[config.mk]
export PLATFORM = sky130hd
export DESIGN_NAME = wb_ram_arb
export DESIGN_NICKNAME = d
export VERILOG_FILES = /design/src/rtl/wb_ram_arb.sv
export SDC_FILE = /design/constraint.sdc
export NUM_CORES = 1
export LEC_CHECK = 0
export ABC_AREA = 1
export ABC_CLOCK_PERIOD_IN_PS = 3580
export BUFFER_PORTS_ARGS = -buffer_cell sky130_fd_sc_hd__clkbuf_2
export CORE_AREA = 2 2 128 130
export CTS_CLUSTER_SIZE = 40
export DETAILED_ROUTE_END_ITERATION = 8
export DIE_AREA = 0 0 130 132
export PLACE_DENSITY = 0.52
export SYNTH_ARGS = -nofsm -noshare
export SYNTH_HDL_FRONTEND = slang
export SYNTH_SLANG_ARGS = --single-unit
[constraint.sdc]
create_clock -name clk_i -period 3.58 [get_ports clk_i]
set_input_delay 0.179 -clock clk_i [delete_from_list [all_inputs] [get_ports clk_i]]
set_output_delay 0.179 -clock clk_i [all_outputs]
set_load 0.01 [all_outputs]
[src/rtl/wb_ram_arb.sv]
// rtl/wb_ram_arb.sv - two-master round-robin Wishbone arbiter in front of ram_wb
// Grant is held for a whole cyc; a watchdog aborts stalled strobes with a one-cycle err.
module wb_ram_arb #(
  parameter int AW      = 32,
  parameter int TIMEOUT = 64
) (
  input  logic          clk_i,
  input  logic          rst_ni,

  input  logic          m0_cyc_i,
  input  logic          m0_stb_i,
  input  logic          m0_we_i,
  input  logic [3:0]    m0_sel_i,
  input  logic [AW-1:0] m0_adr_i,
  input  logic [31:0]   m0_dat_i,
  input  logic [2:0]    m0_cti_i,
  output logic [31:0]   m0_dat_o,
  output logic          m0_ack_o,
  output logic          m0_err_o,

  input  logic          m1_cyc_i,
  input  logic          m1_stb_i,
  input  logic          m1_we_i,
  input  logic [3:0]    m1_sel_i,
  input  logic [AW-1:0] m1_adr_i,
  input  logic [31:0]   m1_dat_i,
  input  logic [2:0]    m1_cti_i,
  output logic [31:0]   m1_dat_o,
  output logic          m1_ack_o,
  output logic          m1_err_o,

  output logic          s_cyc_o,
  output logic          s_stb_o,
  output logic          s_we_o,
  output logic [3:0]    s_sel_o,
  output logic [AW-1:0] s_adr_o,
  output logic [31:0]   s_dat_o,
  output logic [2:0]    s_cti_o,
  input  logic [31:0]   s_dat_i,
  input  logic          s_ack_i,

  output logic [1:0]    gnt_o
);

  localparam int CW = (TIMEOUT > 0) ? $clog2(TIMEOUT + 1) : 1;
  localparam logic [CW-1:0] CNT_LAST = CW'((TIMEOUT > 0) ? TIMEOUT - 1 : 0);
  localparam logic [CW-1:0] CNT_MAX  = CW'((TIMEOUT > 0) ? TIMEOUT : 0);

  typedef enum logic [1:0] {
    IDLE  = 2'd0,
    OWN   = 2'd1,
    DRAIN = 2'd2
  } state_t;

  state_t        state_q, state_d;
  logic          owner_q, owner_d;
  logic          last_q, last_d;
  logic          err_q, err_d;
  logic [CW-1:0] cnt_q, cnt_d;
  logic          own_cyc;
  logic          stalled;

  assign own_cyc = owner_q ? m1_cyc_i : m0_cyc_i;

  // Slave side is a pure combinational mux of the owner while in OWN.
  always_comb begin
    s_cyc_o = 1'b0;
    s_stb_o = 1'b0;
    s_we_o  = 1'b0;
    s_sel_o = '0;
    s_adr_o = '0;
    s_dat_o = '0;
    s_cti_o = '0;
    if (state_q == OWN) begin
      if (owner_q) begin
        s_cyc_o = m1_cyc_i;
        s_stb_o = m1_stb_i;
        s_we_o  = m1_we_i;
        s_sel_o = m1_sel_i;
        s_adr_o = m1_adr_i;
        s_dat_o = m1_dat_i;
        s_cti_o = m1_cti_i;
      end else begin
        s_cyc_o = m0_cyc_i;
        s_stb_o = m0_stb_i;
        s_we_o  = m0_we_i;
        s_sel_o = m0_sel_i;
        s_adr_o = m0_adr_i;
        s_dat_o = m0_dat_i;
        s_cti_o = m0_cti_i;
      end
    end
  end

  assign stalled = (state_q == OWN) && s_stb_o && !s_ack_i;

  always_comb begin
    state_d = state_q;
    owner_d = owner_q;
    last_d  = last_q;
    err_d   = 1'b0;
    cnt_d   = '0;
    case (state_q)
      IDLE: begin
        if (m0_cyc_i || m1_cyc_i) begin
          state_d = OWN;
          if (m0_cyc_i && m1_cyc_i) begin
            owner_d = ~last_q;
          end else begin
            owner_d = m1_cyc_i;
          end
          last_d = owner_d;
        end
      end
      OWN: begin
        // A release wins over an abort landing in the same cycle.
        if (!own_cyc) begin
          state_d = IDLE;
        end else if (stalled) begin
          if ((TIMEOUT > 0) && (cnt_q == CNT_LAST)) begin
            state_d = DRAIN;
            err_d   = 1'b1;
          end else if (cnt_q != CNT_MAX) begin
            cnt_d = cnt_q + 1'b1;
          end else begin
            cnt_d = cnt_q;
          end
        end
      end
      DRAIN: begin
        if (!own_cyc) begin
          state_d = IDLE;
        end
      end
      default: state_d = IDLE;
    endcase
  end

  always_ff @(posedge clk_i or negedge rst_ni) begin
    if (!rst_ni) begin
      state_q <= IDLE;
      owner_q <= 1'b0;
      last_q  <= 1'b1;
      err_q   <= 1'b0;
      cnt_q   <= '0;
    end else begin
      state_q <= state_d;
      owner_q <= owner_d;
      last_q  <= last_d;
      err_q   <= err_d;
      cnt_q   <= cnt_d;
    end
  end

  // err_q is only ever set on the OWN->DRAIN edge, so it can never overlap a forwarded ack.
  assign m0_dat_o = s_dat_i;
  assign m1_dat_o = s_dat_i;
  assign m0_ack_o = (state_q == OWN) && !owner_q && s_ack_i;
  assign m1_ack_o = (state_q == OWN) && owner_q && s_ack_i;
  assign m0_err_o = err_q && !owner_q;
  assign m1_err_o = err_q && owner_q;
  assign gnt_o    = (state_q == IDLE) ? 2'b00 : (owner_q ? 2'b10 : 2'b01);

endmodule

==> Word-level counts from Yosys, hierarchy flattened <==
Index checks and enable logic that the tools add are counted.
{ "word_totals": {"reg_bits": 12, "in_bits": 183, "output_inout_bits": 144, "word_cells": 63} }
{ "op_classes": {"n_addsub": 1, "eq_ne": 9, "mux": 32, "n_bitwise": 1, "reduce_logical": 15} }
{ "op_table": {"columns": ["operator", "count"], "rows": [
  ["$mux 32", 4],
  ["$mux 7", 5],
  ["$mux 2", 7],
  ["$mux 1", 11],
  ["$logic_and 1x1->1", 9],
  ["$mux 4", 2],
  ["$add 7x1->7 const B", 1],
  ["$eq 7x6->1 const B", 1],
  ["$ne 7x7->1 const B", 1],
  ["$mux 3", 2],
  ["$pmux 2 s3", 1],
  ["$ne 5x3->1 const B", 1],
  ["$ne 2x2->1 const B", 2],
  ["$reduce_and 4->1", 1],
  ["$ne 3x2->1 const B", 1],
  ["$ne 3x3->1 const B", 1],
  ["$eq 2x1->1 const B", 1],
  ["$eq 2x2->1 const B", 1],
  ["$logic_not 1->1", 2],
  ["$logic_not 2->1", 1],
  ["$reduce_and 2->1", 1],
  ["$logic_or 1x1->1", 1],
  ["$not 1->1", 1]
]} }

==> Logic depth before layout (Yosys ltp) <==
Gate-level depths: netlist of run 1.
{ "depth": {"depth_word": 7, "ltp_mapped": 8} }

==> Worst setup path after synthesis of run 1 <==
No wires, ideal clock.
{ "synth_timing": {"path_kind": "reg2out", "from": "register owner_q", "to": "output s_adr_o[18]", "arrival_time_ns": 1.125, "required_time_ns": 3.401, "slack_ns": 2.276, "path_stages_with_launch": 7, "path_buffers": 3, "path_cell_list": "dfrtp_1 > buf_6 > clkinv_2 > buf_4 > buf_2 > nand2_1 > a21oi_1"} }
{ "synth_between": {"elab_chain_cells": 2} }
{ "synth_rtl": {"columns": ["item", "line_no", "source"], "rows": [
  ["from (decl)", "56", "logic owner_q, owner_d;"],
  ["from (signal assigned)", "148", "owner_q <= owner_d;"],
  ["$mux 32", "75", "if (owner_q) begin"],
  ["$mux 32", "74", "if (state_q == OWN) begin"],
  ["to (decl)", "36", "output logic [AW-1:0] s_adr_o,"]
]} }
Every way passes these cells.

==> Worst setup path in the final report of run 1 <==
{ "layout_timing": {"from": "register owner_q", "to": "output s_cyc_o"} }
{ "layout_between": {"elab_chain_cells": 2} }
{ "layout_rtl": {"columns": ["item", "line_no", "source"], "rows": [
  ["$mux 1", "75", null],
  ["$mux 1", "74", null],
  ["to (decl)", "32", "output logic s_cyc_o,"]
]} }
Every way passes these cells.

==> impl_metrics.csv, run 1 <==
group,metric,value,unit
status,status,"complete, no violations",
placement,dpl-instance-area,0.00308,mm2
clocking,clock_path_buffers,2,
clocking,clk_pin_slew_worst_paths,40,ps
worst_setup_path,critical_path_class,"flip-flop to primary output",
power,combPwrFrac,0.815,
power,switching_share,0.557,
power,seqPwrFrac,0.084,
cells_and_area,drive_gt1_frac,0.456,
worst_setup_path,rr_worst_depth,7,
hold_path,hold_end,"last_q",
sta,fin_setup_tns,0,ps
worst_setup_path,r2r_setup_slack,1760,ps
flow_run,maxCapViolCount,0,
cells_and_area,fin_cells,766,
route,routed_wl,8.82,mm
clocking,insertion_delay,240,ps
power,peakVddDrop,0.298,mV
power,p_int,0.000905,W
floorplan,die_h,132,um
route,antenna_left,0,
grt,gr-total-overflow,0,
sta,slew_headroom,0.449,
yosys,yosysTopAreaCell,"nand2_1",
grt,grt_pass1_wl,12.6,mm
clocking,post-cts-setup-buffer-count,0,
yosys,avgSynthCellArea,5.56,um2
cells_and_area,diodes,0,
yosys,yosysWarningCount,0,
yosys,synthTopCellsByCount,"nand2_1, a21oi_1, buf_4, nor2_1",
grt,grt_pass1_vias,2572,
sta,setup_viol_count_final,0,
grt,grt_antenna_before_repair,0,
sta,whs,223,ps
yosys,post_synth_inst_count,399,
worst_setup_path,startpoint_type,"flip-flop",
worst_setup_path,cp.arrival,1840,ps
worst_setup_path,worstReg2RegEnd,"cnt_q[3]",
sta,final.period_utilization,0.565,
route,first_pass_iters,4,
placement,gp_congestion,0.748,
placement,dp_hpwl,7.12,mm
route,drt_iter0_drc,112,
worst_setup_path,worstPathRequired,3400,ps
yosys,synth_edf_count,0,
placement,place_inst,761,
clocking,h-tree-depth,1,
sta,slew_violations,0,
cells_and_area,final_net_count,736,
clocking,cts_tree,"yes",
worst_setup_path,cp-end-kind,"primary output",
clocking,post_cts_resized,0,
floorplan,dieArea,0.0172,mm2
cells_and_area,syn_to_final_growth,42.9,%
yosys,synth_flop_cell,"dfrtp_1",
yosys,async_flop_share,1.00,
hold_path,hold_depth,3,
yosys,ys_types,28,
power,p_sw,0.00114,W
clocking,cts-root-buf,"clkbuf_16",
cells_and_area,utilization,0.202,
grt,grt_max_degree,80,
yosys,synth.area.top_cells,"nand2_1, buf_4, a21oi_1, dfrtp_1, nor2_1",
sta,period_needed,2020,ps
clocking,cts-hold-fix-buffers,1,
power,power_density,645,mW/mm2
route,wl_per_cell,11.5,um
yosys,ys_ff_latch,12,
cells_and_area,fin_area,0.00317,mm2
sta,hold_viol,0,
yosys,synthesis.nets,584,
floorplan,fp.coreArea,0.0157,mm2
sta,fmax,0.495,GHz
yosys,yosysSeqAreaShare,0.136,
placement,port_buffers,230,
route,vias_per_cell,3.76,
hold_path,hp-start,"m1_cyc_i",
route,num_vias,2877,
clocking,cts.sinks,12,
power,clockPowerShare,0.100,
sta,rsz0062_at_grt,"no",
power,leakagePower,1.83,nW
floorplan,die_w,130,um
floorplan,initial_core_util,0.141,
yosys,synth_top_area_frac,0.281,
clocking,numCtsBuffers,3,
hold_path,min_path_type,"input pin to flip-flop",
worst_setup_path,r2r-start,"owner_q",
route,route.detailed.drc,0,
floorplan,rows,46,
yosys,yosysMostFrequentCell,"nand2_1",
worst_setup_path,cp_max_fo,79,
floorplan,ios,327,
sta,tightest_slew,826,ps
worst_setup_path,crit_start,"owner_q",
yosys,synth_area,0.00222,mm2
grt,grtUsageTotal,0.0884,
sta,fin_skew,1.38,ps
[cell usage in the layout, fill, tap and decap left out, types with 2 or more instances in the layout]
cell type / count
clkbuf_2: 230
nand2_1: 166
a21oi_1: 74
nor2_1: 17
inv_1: 11
dfrtp_1: 10
nand3_1: 5
inv_2: 3
o21ai_0: 3
clkbuf_16: 3
buf_4: 3
nor2_4: 2
nor3_1: 2
o21ai_1: 2
ha_1: 2
buf_12: 2
[logic make-up after synthesis]
| kind of cell | Yosys count | synth area share |
|---|---|---|
| compound gates | 82 | 0.189 |
| buf+inv | 104 | 0.306 |
| fa+ha+maj | 2 | 0.0113 |
| flops | 12 | 0.136 |
| simple gates | 198 | 0.354 |
| xor+xnor | 1 | 0.00395 |
[sequential cells by signal, indices dropped and copies added (netlist names)]
signal   count
err_q        1
owner_q      1
cnt_q        7
last_q       1
state_q      2
[how the worst max path moves through the flow]
stage | end | slack (ps) | cells after the start
2_1_floorplan | s_adr_o[18] | 2280 | 6
3_3_place_gp | cnt_q[3] | 1750 | 7
3_5_place_dp | cnt_q[2] | 1730 | 7
4_1_cts | s_cyc_o | 1540 | 5
5_1_grt | s_cyc_o | 1450 | 5
6_report | s_cyc_o | 1560 | 5
[power groups by stage]
stage	clock, W	sequential, W	combinational, W
floorplan	0	0.000170	0.00112
global placement	0	0.000174	0.00169
detailed placement	0	0.000174	0.00169
CTS	0.000211	0.000172	0.00170
global route	0.000217	0.000174	0.00186
finish	0.000205	0.000172	0.00167
[worst max-delay path, cell delays in order (launching register included)]
cell      delay (ps)
dfrtp_2          360
buf_4            640
or2_1            210
o21ai_2          100
nor2_2           130
clkbuf_2         150
[layer usage]
metal / part of all wire / track usage
met1: 0.40 / 0.0976
met2: 0.50 / 0.170
met3: 0.083 / 0.0203
met4: 0.013 / 0.0173
met5: 0 / 0
[cell type report]
type                    count  area (um2)
clock buffers               4        78.8
inverters                  15        57.6
fillers                  1846       12500
multi-input cells         283        1240
flip-flops and latches     12         303
repair buffers            236        1220
well taps                 216         270
[through the flow]
step	total power, W	worst slack, ps
6_report	0.00205	1560
5_1_grt	0.00225	1450
4_1_cts	0.00208	1540
3_5_place_dp	0.00187	1730
3_3_place_gp	0.00186	1750
2_1_floorplan	0.00129	2280
(Power assumes the default switching activity.)
==> inputs of run 2 (changes only) <==
ABC_AREA = 0   (was 1)
ABC_CLOCK_PERIOD_IN_PS = 1900   (was 3580)
clock period = 1.9 ns   (was 3.58 ns; I/O delays follow)
==> impl_metrics.csv, run 2 <==
group,metric,value,unit
clocking,cts_tree,"yes",
cells_and_area,reg_top3,"cnt_q x7, state_q x2",
route,drt_iter0_drc,76,
sta,tightest_slew,379,ps
yosys,synth_area,0.00221,mm2
yosys,yosysSeqAreaShare,0.136,
floorplan,initial_core_util,0.141,
power,seqPwrFrac,0.099,
floorplan,dieArea,0.0172,mm2
power,leakagePower,1.87,nW
yosys,yosysMostFrequentCell,"nor2_1",
yosys,avgSynthCellArea,7.60,um2
power,clockPowerShare,0.101,
grt,gr-total-overflow,0,
worst_setup_path,startpoint_type,"flip-flop",
sta,rsz0062_at_grt,"no",
placement,gp_congestion,0.767,
sta,slew_headroom,0.740,
clocking,h-tree-depth,1,
route,route.detailed.drc,0,
placement,place_ws,206,ps
route,first_pass_iters,4,
sta,setup_ws,45.3,ps
floorplan,rows,46,
yosys,async_flop_share,1.00,
yosys,ys_ff_latch,12,
sta,fmax,0.539,GHz
sta,fin_setup_tns,0,ps
sta,period_needed,1850,ps
power,combPwrFrac,0.801,
placement,dpl-instance-area,0.00314,mm2
cells_and_area,drive_gt1_frac,0.555,
power,peakVddDrop,0.620,mV
yosys,post_synth_inst_count,291,
power,p_int,0.00196,W
grt,grt_antenna_before_repair,0,
power,p_sw,0.00197,W
route,antenna_left,0,
grt,grt_pass1_wl,12.2,mm
cells_and_area,fin_area,0.00324,mm2
yosys,ys_types,29,
cells_and_area,mostFrequentLayoutCells,"clkbuf_2, nor2_1, mux2i_1",
power,power_density,1210,mW/mm2
route,vias_per_cell,3.62,
floorplan,fp.coreArea,0.0157,mm2
placement,place_inst,660,
status,status,"complete, no violations",
yosys,synth.area.top_cells,"mux2i_1, buf_4, nor2_1, dfrtp_1, buf_2",
sta,fin_skew,3.87,ps
cells_and_area,final_common_cell,"clkbuf_2",
sta,slew_violations,0,
flow_run,maxCapViolCount,0,
yosys,synth_top_area_frac,0.340,
cells_and_area,final_net_count,635,
clocking,cts.sinks,12,
clocking,clk_pin_slew_worst_paths,40,ps
grt,grtUsageTotal,0.0900,
floorplan,ios,327,
clocking,insertion_delay,240,ps
sta,setup_viol_count_final,0,
grt,grt_pass1_vias,2262,
placement,dp_hpwl,7.58,mm
placement,port_buffers,230,
yosys,yosysWarningCount,0,
clocking,clock_path_buffers,2,
yosys,yosysTopAreaCell,"mux2i_1",
route,num_vias,2407,
cells_and_area,largest_register_ff_count,7,
floorplan,die_h,132,um
yosys,synth_flop_cell,"dfrtp_1",
route,wl_per_cell,13.2,um
cells_and_area,fin_cells,665,
yosys,synth_edf_count,0,
cells_and_area,syn_to_final_growth,46.7,%
worst_setup_path,cp_max_fo,41,
power,switching_share,0.501,
cells_and_area,largest-register,"cnt_q",
route,routed_wl,8.79,mm
cells_and_area,diodes,0,
worst_setup_path,critical_path_class,"flip-flop to primary output",
clocking,cts-root-buf,"clkbuf_16",
worst_setup_path,worstPathRequired,1800,ps
yosys,synthesis.nets,476,
floorplan,die_w,130,um
sta,final.period_utilization,0.976,
cells_and_area,utilization,0.206,
clocking,numCtsBuffers,3,
worst_setup_path,cp.arrival,1760,ps
yosys,synthTopCellsByCount,"nor2_1, mux2i_1, buf_4, buf_2, dfrtp_1",
sta,hold_viol,0,
worst_setup_path,cp-end-kind,"primary output",
grt,grt_max_degree,45,
clocking,post-cts-setup-buffer-count,0,
hold_path,min_path_type,"input pin to flip-flop",
-- run 2: cell families (layout without fill, tap and decap cells) --
| logic type | count (synthesis) | in the layout | synth area share |
|---|---|---|---|
| flops | 12 | 12 | 0.136 |
| compound gates | 8 | 8 | 0.0232 |
| mux | 75 | 75 | 0.340 |
| fa+ha+maj | 2 | 2 | 0.0113 |
| simple gates | 107 | 107 | 0.213 |
| buf+inv | 83 | 241 | 0.261 |
| xor+xnor | 4 | 4 | 0.0158 |
-- run 2: per-layer routing --
layer	share of wire	wire, um	track usage	vias to the layer above
met5	0	0	0	-
met4	0.0040	35	0.0125	0
met3	0.074	648	0.0134	4
met2	0.51	4480	0.173	133
met1	0.41	3620	0.106	1056
li1	-	-	-	1214
-- run 2: path summary, 6_finish.rpt --
check	depth (start not counted)	start	end	slack (ps)
setup / recovery	4	owner_q	s_dat_o[18]	50
hold / removal	2	m0_cyc_i	last_q	70
setup reg to reg	5	cnt_q[1]	state_q[0]	370
hold reg to reg	2	last_q	last_q	520
max in group asynchronous	2	rst_ni	last_q	1350
min in group asynchronous	2	rst_ni	cnt_q[0]	270
-- run 2: area by class of cell --
cell class | instances | area [um2]
multi-input cells | 196 | 1350
clock buffers | 4 | 78.8
flip-flops and latches | 12 | 305
fillers | 1779 | 12500
repair buffers | 235 | 1230
inverters | 2 | 7.51
well taps | 216 | 270
-- run 2: per-stage QoR --
step	hold WS [ps]	total power, W
final	72.4	0.00393
after CTS	70.4	0.00398
after floorplan	-201	0.00244
after global placement	-6.25	0.00355
after global routing	112	0.00423
after detailed placement	-1.56	0.00355
-- run 2: repair_timing --
| item | in CTS | in global routing |
|---|---|---|
| gates resized for setup | 3 | 2 |
| endpoints found under the hold margin | 11 | 0 |
| pin swaps | 0 | 0 |
| endpoints found under the setup margin | 3 | 2 |
| hold buffers | 1 | 0 |
-- run 2: critical path, stage by stage, from the launching register on --
cell and delay, ps:
dfrtp_4 540, buf_12 300, mux2i_2 390, nor2_1 80, clkbuf_2 150
-- run 2: power by group through the flow --
stage	combinational [W]	sequential [W]	clock (W)
2_1_floorplan	0.00212	0.000320	0
3_3_place_gp	0.00316	0.000389	0
3_5_place_dp	0.00315	0.000393	0
4_1_cts	0.00318	0.000390	0.000403
5_1_grt	0.00341	0.000399	0.000423
6_report	0.00315	0.000387	0.000396
